==> src/rtl/ps2_direction_decoder.sv <==
//------------------------------------------------------------------------------
// Module   : ps2_direction_decoder
// Purpose  : Turns PS/2 scan-code bytes (E0/F0 prefixed) into held-key levels.
// Revision : 1.0 - initial release
//------------------------------------------------------------------------------
`default_nettype none

module ps2_direction_decoder #(
   parameter int ACCEPT_KEYPAD  = 1,
   parameter int TIMEOUT_CYCLES = 2500000,
   parameter int TO_W           = 22
) (
   input  logic       clock,
   input  logic       resetn,
   input  logic [7:0] ps2_key_data,
   input  logic       ps2_key_pressed,
   output logic       up,
   output logic       down,
   output logic       left,
   output logic       right,
   output logic       key_w,
   output logic       key_s,
   output logic       event_valid,
   output logic [7:0] event_code,
   output logic       event_break,
   output logic       event_ext
);

   typedef enum logic [1:0] {
      S_IDLE    = 2'd0,
      S_EXT     = 2'd1,
      S_BRK     = 2'd2,
      S_EXT_BRK = 2'd3
   } state_t;

   localparam logic [TO_W-1:0] c_to_last = TO_W'(TIMEOUT_CYCLES - 1);
   localparam logic [TO_W-1:0] c_to_one  = TO_W'(1);

   // Key bit order: {key_s, key_w, right, left, down, up}
   state_t          r_state;
   state_t          w_state_next;
   logic [TO_W-1:0] r_cnt;
   logic [TO_W-1:0] w_cnt_next;
   logic            r_strobe_d;
   logic [5:0]      r_keys;
   logic [5:0]      w_keys_next;
   logic            r_ev_valid;
   logic [7:0]      r_ev_code;
   logic            r_ev_break;
   logic            r_ev_ext;

   logic            w_accept;
   logic [5:0]      w_arrow_mask;
   logic [5:0]      w_kp_mask;
   logic [5:0]      w_plain_mask;
   logic [5:0]      w_mask;
   logic            w_is_break;
   logic            w_is_ext;
   logic            w_event;

   assign w_accept = ps2_key_pressed & ~r_strobe_d;

   always_comb begin
      w_arrow_mask = 6'b000000;
      case (ps2_key_data)
         8'h75:   w_arrow_mask = 6'b000001;
         8'h72:   w_arrow_mask = 6'b000010;
         8'h6B:   w_arrow_mask = 6'b000100;
         8'h74:   w_arrow_mask = 6'b001000;
         default: w_arrow_mask = 6'b000000;
      endcase
   end

   generate
      if (ACCEPT_KEYPAD != 0) begin : g_keypad
         assign w_kp_mask = w_arrow_mask;
      end else begin : g_no_keypad
         assign w_kp_mask = 6'b000000;
      end
   endgenerate

   always_comb begin
      w_plain_mask = w_kp_mask;
      if (ps2_key_data == 8'h1D) w_plain_mask = 6'b010000;
      if (ps2_key_data == 8'h1B) w_plain_mask = 6'b100000;
   end

   always_comb begin
      w_state_next = r_state;
      w_cnt_next   = r_cnt;
      w_mask       = 6'b000000;
      w_is_break   = 1'b0;
      w_is_ext     = 1'b0;
      if (w_accept) begin
         // An accepted byte always beats a coincident timeout.
         w_cnt_next = '0;
         case (r_state)
            S_IDLE: begin
               if (ps2_key_data == 8'hE0)      w_state_next = S_EXT;
               else if (ps2_key_data == 8'hF0) w_state_next = S_BRK;
               else if (ps2_key_data != 8'hE1) w_mask = w_plain_mask;
            end
            S_EXT: begin
               if (ps2_key_data == 8'hF0)      w_state_next = S_EXT_BRK;
               else if (ps2_key_data == 8'hE0) w_state_next = S_EXT;
               else begin
                  w_mask       = w_arrow_mask;
                  w_is_ext     = 1'b1;
                  w_state_next = S_IDLE;
               end
            end
            S_BRK: begin
               w_mask       = w_plain_mask;
               w_is_break   = 1'b1;
               w_state_next = S_IDLE;
            end
            default: begin
               w_mask       = w_arrow_mask;
               w_is_break   = 1'b1;
               w_is_ext     = 1'b1;
               w_state_next = S_IDLE;
            end
         endcase
      end else if (r_state != S_IDLE) begin
         if (r_cnt == c_to_last) begin
            w_state_next = S_IDLE;
            w_cnt_next   = '0;
         end else begin
            w_cnt_next = r_cnt + c_to_one;
         end
      end else begin
         w_cnt_next = '0;
      end
   end

   // Only a real level change of a tracked key counts as an event.
   assign w_event     = w_is_break ? |(w_mask & r_keys) : |(w_mask & ~r_keys);
   assign w_keys_next = w_is_break ? (r_keys & ~w_mask) : (r_keys | w_mask);

   always_ff @(posedge clock or negedge resetn) begin
      if (!resetn) begin
         r_state    <= S_IDLE;
         r_cnt      <= '0;
         r_strobe_d <= 1'b0;
         r_keys     <= 6'b000000;
         r_ev_valid <= 1'b0;
         r_ev_code  <= 8'h00;
         r_ev_break <= 1'b0;
         r_ev_ext   <= 1'b0;
      end else begin
         r_state    <= w_state_next;
         r_cnt      <= w_cnt_next;
         r_strobe_d <= ps2_key_pressed;
         r_keys     <= w_keys_next;
         r_ev_valid <= w_event;
         if (w_event) begin
            r_ev_code  <= ps2_key_data;
            r_ev_break <= w_is_break;
            r_ev_ext   <= w_is_ext;
         end
      end
   end

   assign up          = r_keys[0];
   assign down        = r_keys[1];
   assign left        = r_keys[2];
   assign right       = r_keys[3];
   assign key_w       = r_keys[4];
   assign key_s       = r_keys[5];
   assign event_valid = r_ev_valid;
   assign event_code  = r_ev_code;
   assign event_break = r_ev_break;
   assign event_ext   = r_ev_ext;

endmodule

`default_nettype wire

==> config.mk <==
export PLATFORM = sky130hd
export DESIGN_NAME = ps2_direction_decoder
export DESIGN_NICKNAME = d
export VERILOG_FILES = /design/src/rtl/ps2_direction_decoder.sv
export SDC_FILE = /design/constraint.sdc
export NUM_CORES = 1
export LEC_CHECK = 0
export ABC_AREA = 1
export CELL_PAD_IN_SITES_DETAIL_PLACEMENT = 1
export CELL_PAD_IN_SITES_GLOBAL_PLACEMENT = 1
export CORE_ASPECT_RATIO = 0.75
export CORE_UTILIZATION = 45
export DETAILED_ROUTE_END_ITERATION = 8
export PLACE_DENSITY_LB_ADDON = 0.1
export SETUP_SLACK_MARGIN = 0.4
export SYNTH_ARGS = -nofsm -noshare
export SYNTH_HDL_FRONTEND = slang
export SYNTH_SLANG_ARGS = --single-unit
==> constraint.sdc <==
create_clock -name clock -period 3.9 [get_ports clock]
set_input_delay 0.78 -clock clock [delete_from_list [all_inputs] [get_ports clock]]
set_output_delay 0.78 -clock clock [all_outputs]
set_load 0.05 [all_outputs]
==> run summary <==
RUN STATUS
-------------------------------------------------------------------------------------------------
Run status                                                                              completed

LOGIC SYNTHESIS
-------------------------------------------------------------------------------------------------
Flip-flop and latch count after synthesis                                                      42
Share of synthesized flip-flops with an asynchronous set or reset                            1.00
Biggest area consumer among synthesized cells                                             dfrtp_1
Number of synthesized flops with an enable pin                                                  0
Yosys warnings                                                                                  0
Mean instance size in the synthesized netlist                                           7.86 um^2
Cell with the most instances after synthesis                                              nand2_1
Number of distinct library cell variants in the gate-level netlist after synthesis             35
Synth area leaders                                                                   dfrtp_1 (42%), nand2_1 (11%), nor2_1 (8.0%), inv_1 (4.8%), nand4_1 (3.8%)
Yosys top cell area share                                                                   0.423
Synthesized net count                                                                         328
Cell area after technology mapping                                                      2480 um^2
Synth Instances                                                                               316
Sequential-to-total area share from yosys stat                                              0.423
Dominant synthesized flop cell                                                            dfrtp_1
Leading post-synthesis cells by instance count                                       nand2_1 (74), nor2_1 (53), dfrtp_1 (42)

STA
-------------------------------------------------------------------------------------------------
Aggregate negative setup slack                                                               0 ps
Worst clock skew on the final layout                                                      10.5 ps
Final setup violation count                                                                     0
Slew Limit Fails                                                                                0
Minimum setup slack in the final design                                                   1490 ps
Slew HR                                                                                     0.375
Number of endpoints with negative hold slack in the final report                                0
Transition time at the pin with the least slew margin                                      937 ps
Setup repair after global routing missed its margin                                         false
Fraction of the cycle the final worst path needs                                            0.619
Final critical path time including I/O delays and setup                                   2410 ps
Max Fclk                                                                                0.414 GHz

ROUTING
-------------------------------------------------------------------------------------------------
Detailed route wirelength on metal3                                                        192 um
Post-detailed-route DRC marker count                                                            0
Initial drt markers                                                                           129
Total met2 wirelength after detailed routing                                              2660 um
Routed Antenna Nets                                                                             0
Routed via count                                                                             2138
Uppermost metal layer occupied by signal nets                                                met4
Routed wire length                                                                        6510 um
WL per Instance                                                                           15.5 um
First drt pass iteration count                                                                  4
Met1 WL                                                                                   3610 um
Via-to-Cell Ratio                                                                            5.08

DIE
-------------------------------------------------------------------------------------------------
Standard cell core area                                                                 5320 um^2
Top-level I/O count                                                                            28
Die extent in y                                                                           66.4 um
Width of the die                                                                          87.8 um
Number of cell rows                                                                            23
Initial Util                                                                                0.467
Die outline area                                                                        5830 um^2

CRITICAL PATH
-------------------------------------------------------------------------------------------------
CP Launch Type                                                                          input pin
Reg2Reg Launch Point                                                                     r_cnt[0]
RR Endpoint                                                                              r_cnt[6]
Worst Reg2Reg Path Length in Cells                                                              8
Required time of the critical path                                                        4130 ps
CP arrival                                                                                2650 ps
Minimum setup slack among reg-to-reg paths                                                1790 ps
Element type at the critical path end                                                   flip-flop
Critical Path Source                                                                 ps2_key_data[2]
Classification of the worst setup path                                                     in2reg
Critical path capture point                                                          event_code[3]
Maximum fanout along the worst path                                                             9

CLOCK NETWORK
-------------------------------------------------------------------------------------------------
Clock tree from TritonCTS                                                                   built
CTS H-tree lvls                                                                                 2
Clk sinks                                                                                      42
CTS buffer count                                                                                5
Maximum clock insertion buffer count                                                            2
Clock transition at the registers of the reported paths                                     80 ps
Post-CTS setup buffer count                                                                     0
Post-CTS sizing                                                                                 0
Hold buffers post-CTS                                                                           0
Root cell of the clock tree                                                              clkbuf_8
Clk Latency, worst-skew pair                                                               300 ps

GLOBAL ROUTE
-------------------------------------------------------------------------------------------------
All-layer global routing usage                                                              0.243
Antenna violations before repair                                                                0
Overflow left after global routing                                                              0
Number of global-route vias before repair                                                    2056
Largest net degree at the start of global routing                                              43
First-pass GRT wire length                                                               10600 um

CELLS AND AREA
-------------------------------------------------------------------------------------------------
# fillers                                                                                     680
Number of nets in the finished design                                                         357
Area of combinational cells with multiple inputs                                        1250 um^2
Layout Area Growth over Synthesis                                                           17.2%
Area of all placed cells without fillers                                                2910 um^2
Number of antenna repair diodes                                                                 0
Sequential cell area                                                                    1050 um^2
Fraction of layout instances using a drive strength above 1                                 0.113
Number of non-filler instances in the completed layout                                        421

POWER AND IR DROP
-------------------------------------------------------------------------------------------------
Power Dens Cells                                                                      327 nW/um^2
Cell leakage power                                                                        1.28 nW
Worst VDD drop                                                                           0.173 mV
Total power draw                                                                       0.000952 W

MIN PATH
-------------------------------------------------------------------------------------------------
Classification of the worst-slack hold path                                               reg2reg

PLACEMENT
-------------------------------------------------------------------------------------------------
Pre-CTS setup slack                                                                       1200 ps
Final weighted congestion of routability-driven global placement                            0.828
Placed cell count                                                                             413
Dpl hpwl                                                                                  5040 um
Quantity of I/O buffers inserted on ports                                                      27
Dpl cell area                                                                           2800 um^2

RUN
-------------------------------------------------------------------------------------------------
Max_cap viols                                                                                   0

==> through the flow <==
stage	utilization	hold slack (ps)
2_1_floorplan	-	450
3_3_place_gp	0.526	470
3_5_place_dp	0.526	497
4_1_cts	0.547	507
5_1_grt	0.547	517
6_report	0.547	497
==> where the power goes <==
part / switching [W] / internal (W)
Sequential: 0.0000112 / 0.000451
Clock: 0.000149 / 0.000191
Combinational: 0.000102 / 0.0000473
Total: 0.000262 / 0.000689
==> worst max-delay path, stage by stage <==
cell and delay (ps):
clkdlybuf4s50_1 520, nor2_1 240, inv_1 80, nor2_2 170, nand3_2 110, o21ai_1 150
nor2_1 70, nand3_2 100, nand2_4 110, nand2_4 140, nand2_1 80, nand2_1 80
==> layer usage <==
metal  global-route usage  up-vias
met1                0.384     1027
met4               0.0615        0
met3               0.0412        5
met5                    0        -
li1                     -     1076
met2                0.333       30
==> cells by family after synthesis <==
kind of cell    Yosys count  synth area share
fa+ha+maj                 1           0.00503
buf+inv                  43            0.0755
compound gates           24            0.0655
xor+xnor                 14            0.0493
flops                    42             0.423
simple gates            192             0.382
==> cells in the final DEF (no fill, tap or decap), drive strengths merged <==
master         netlist  final
clkinvlp             0      1
a41oi                1      1
nor4                 3      3
bufinv               0      1
xor2                10     10
inv                 38     38
buf                  5      1
xnor2                4      4
dfrtp               42     42
nand2               80     80
nand3               23     23
ha                   1      1
clkdlybuf4s50        0     26
nor3                 8      8
nand4               15     15
o211a                1      1
o2111ai              3      3
nor2                59     59
and2                 1      1
nor3b                1      1
nor4b                1      1
nand3b               1      1
o311ai               1      1
clkbuf               0      6
o21ai               18     18
==> worst min path at each step <==
stage / depth (start not counted) / startpoint / end / slack [ps]
3_5_place_dp: 2 / event_break / event_break / 500
2_1_floorplan: 1 / r_cnt[0] / r_cnt[0] / 450
4_1_cts: 1 / r_cnt[0] / r_cnt[0] / 510
3_3_place_gp: 1 / r_cnt[0] / r_cnt[0] / 470
6_report: 1 / r_cnt[0] / r_cnt[0] / 500
5_1_grt: 1 / r_cnt[0] / r_cnt[0] / 520
==> area by class of cell <==
class / instances / area share
timing repair buffer: 27 / 0.0911
inverter: 38 / 0.0498
sequential: 42 / 0.361
multi-input combinational: 231 / 0.428
tap: 75 / 0.0322
clock buffer: 6 / 0.0249
clock inverter: 2 / 0.0129
(Power assumes the default switching activity.)
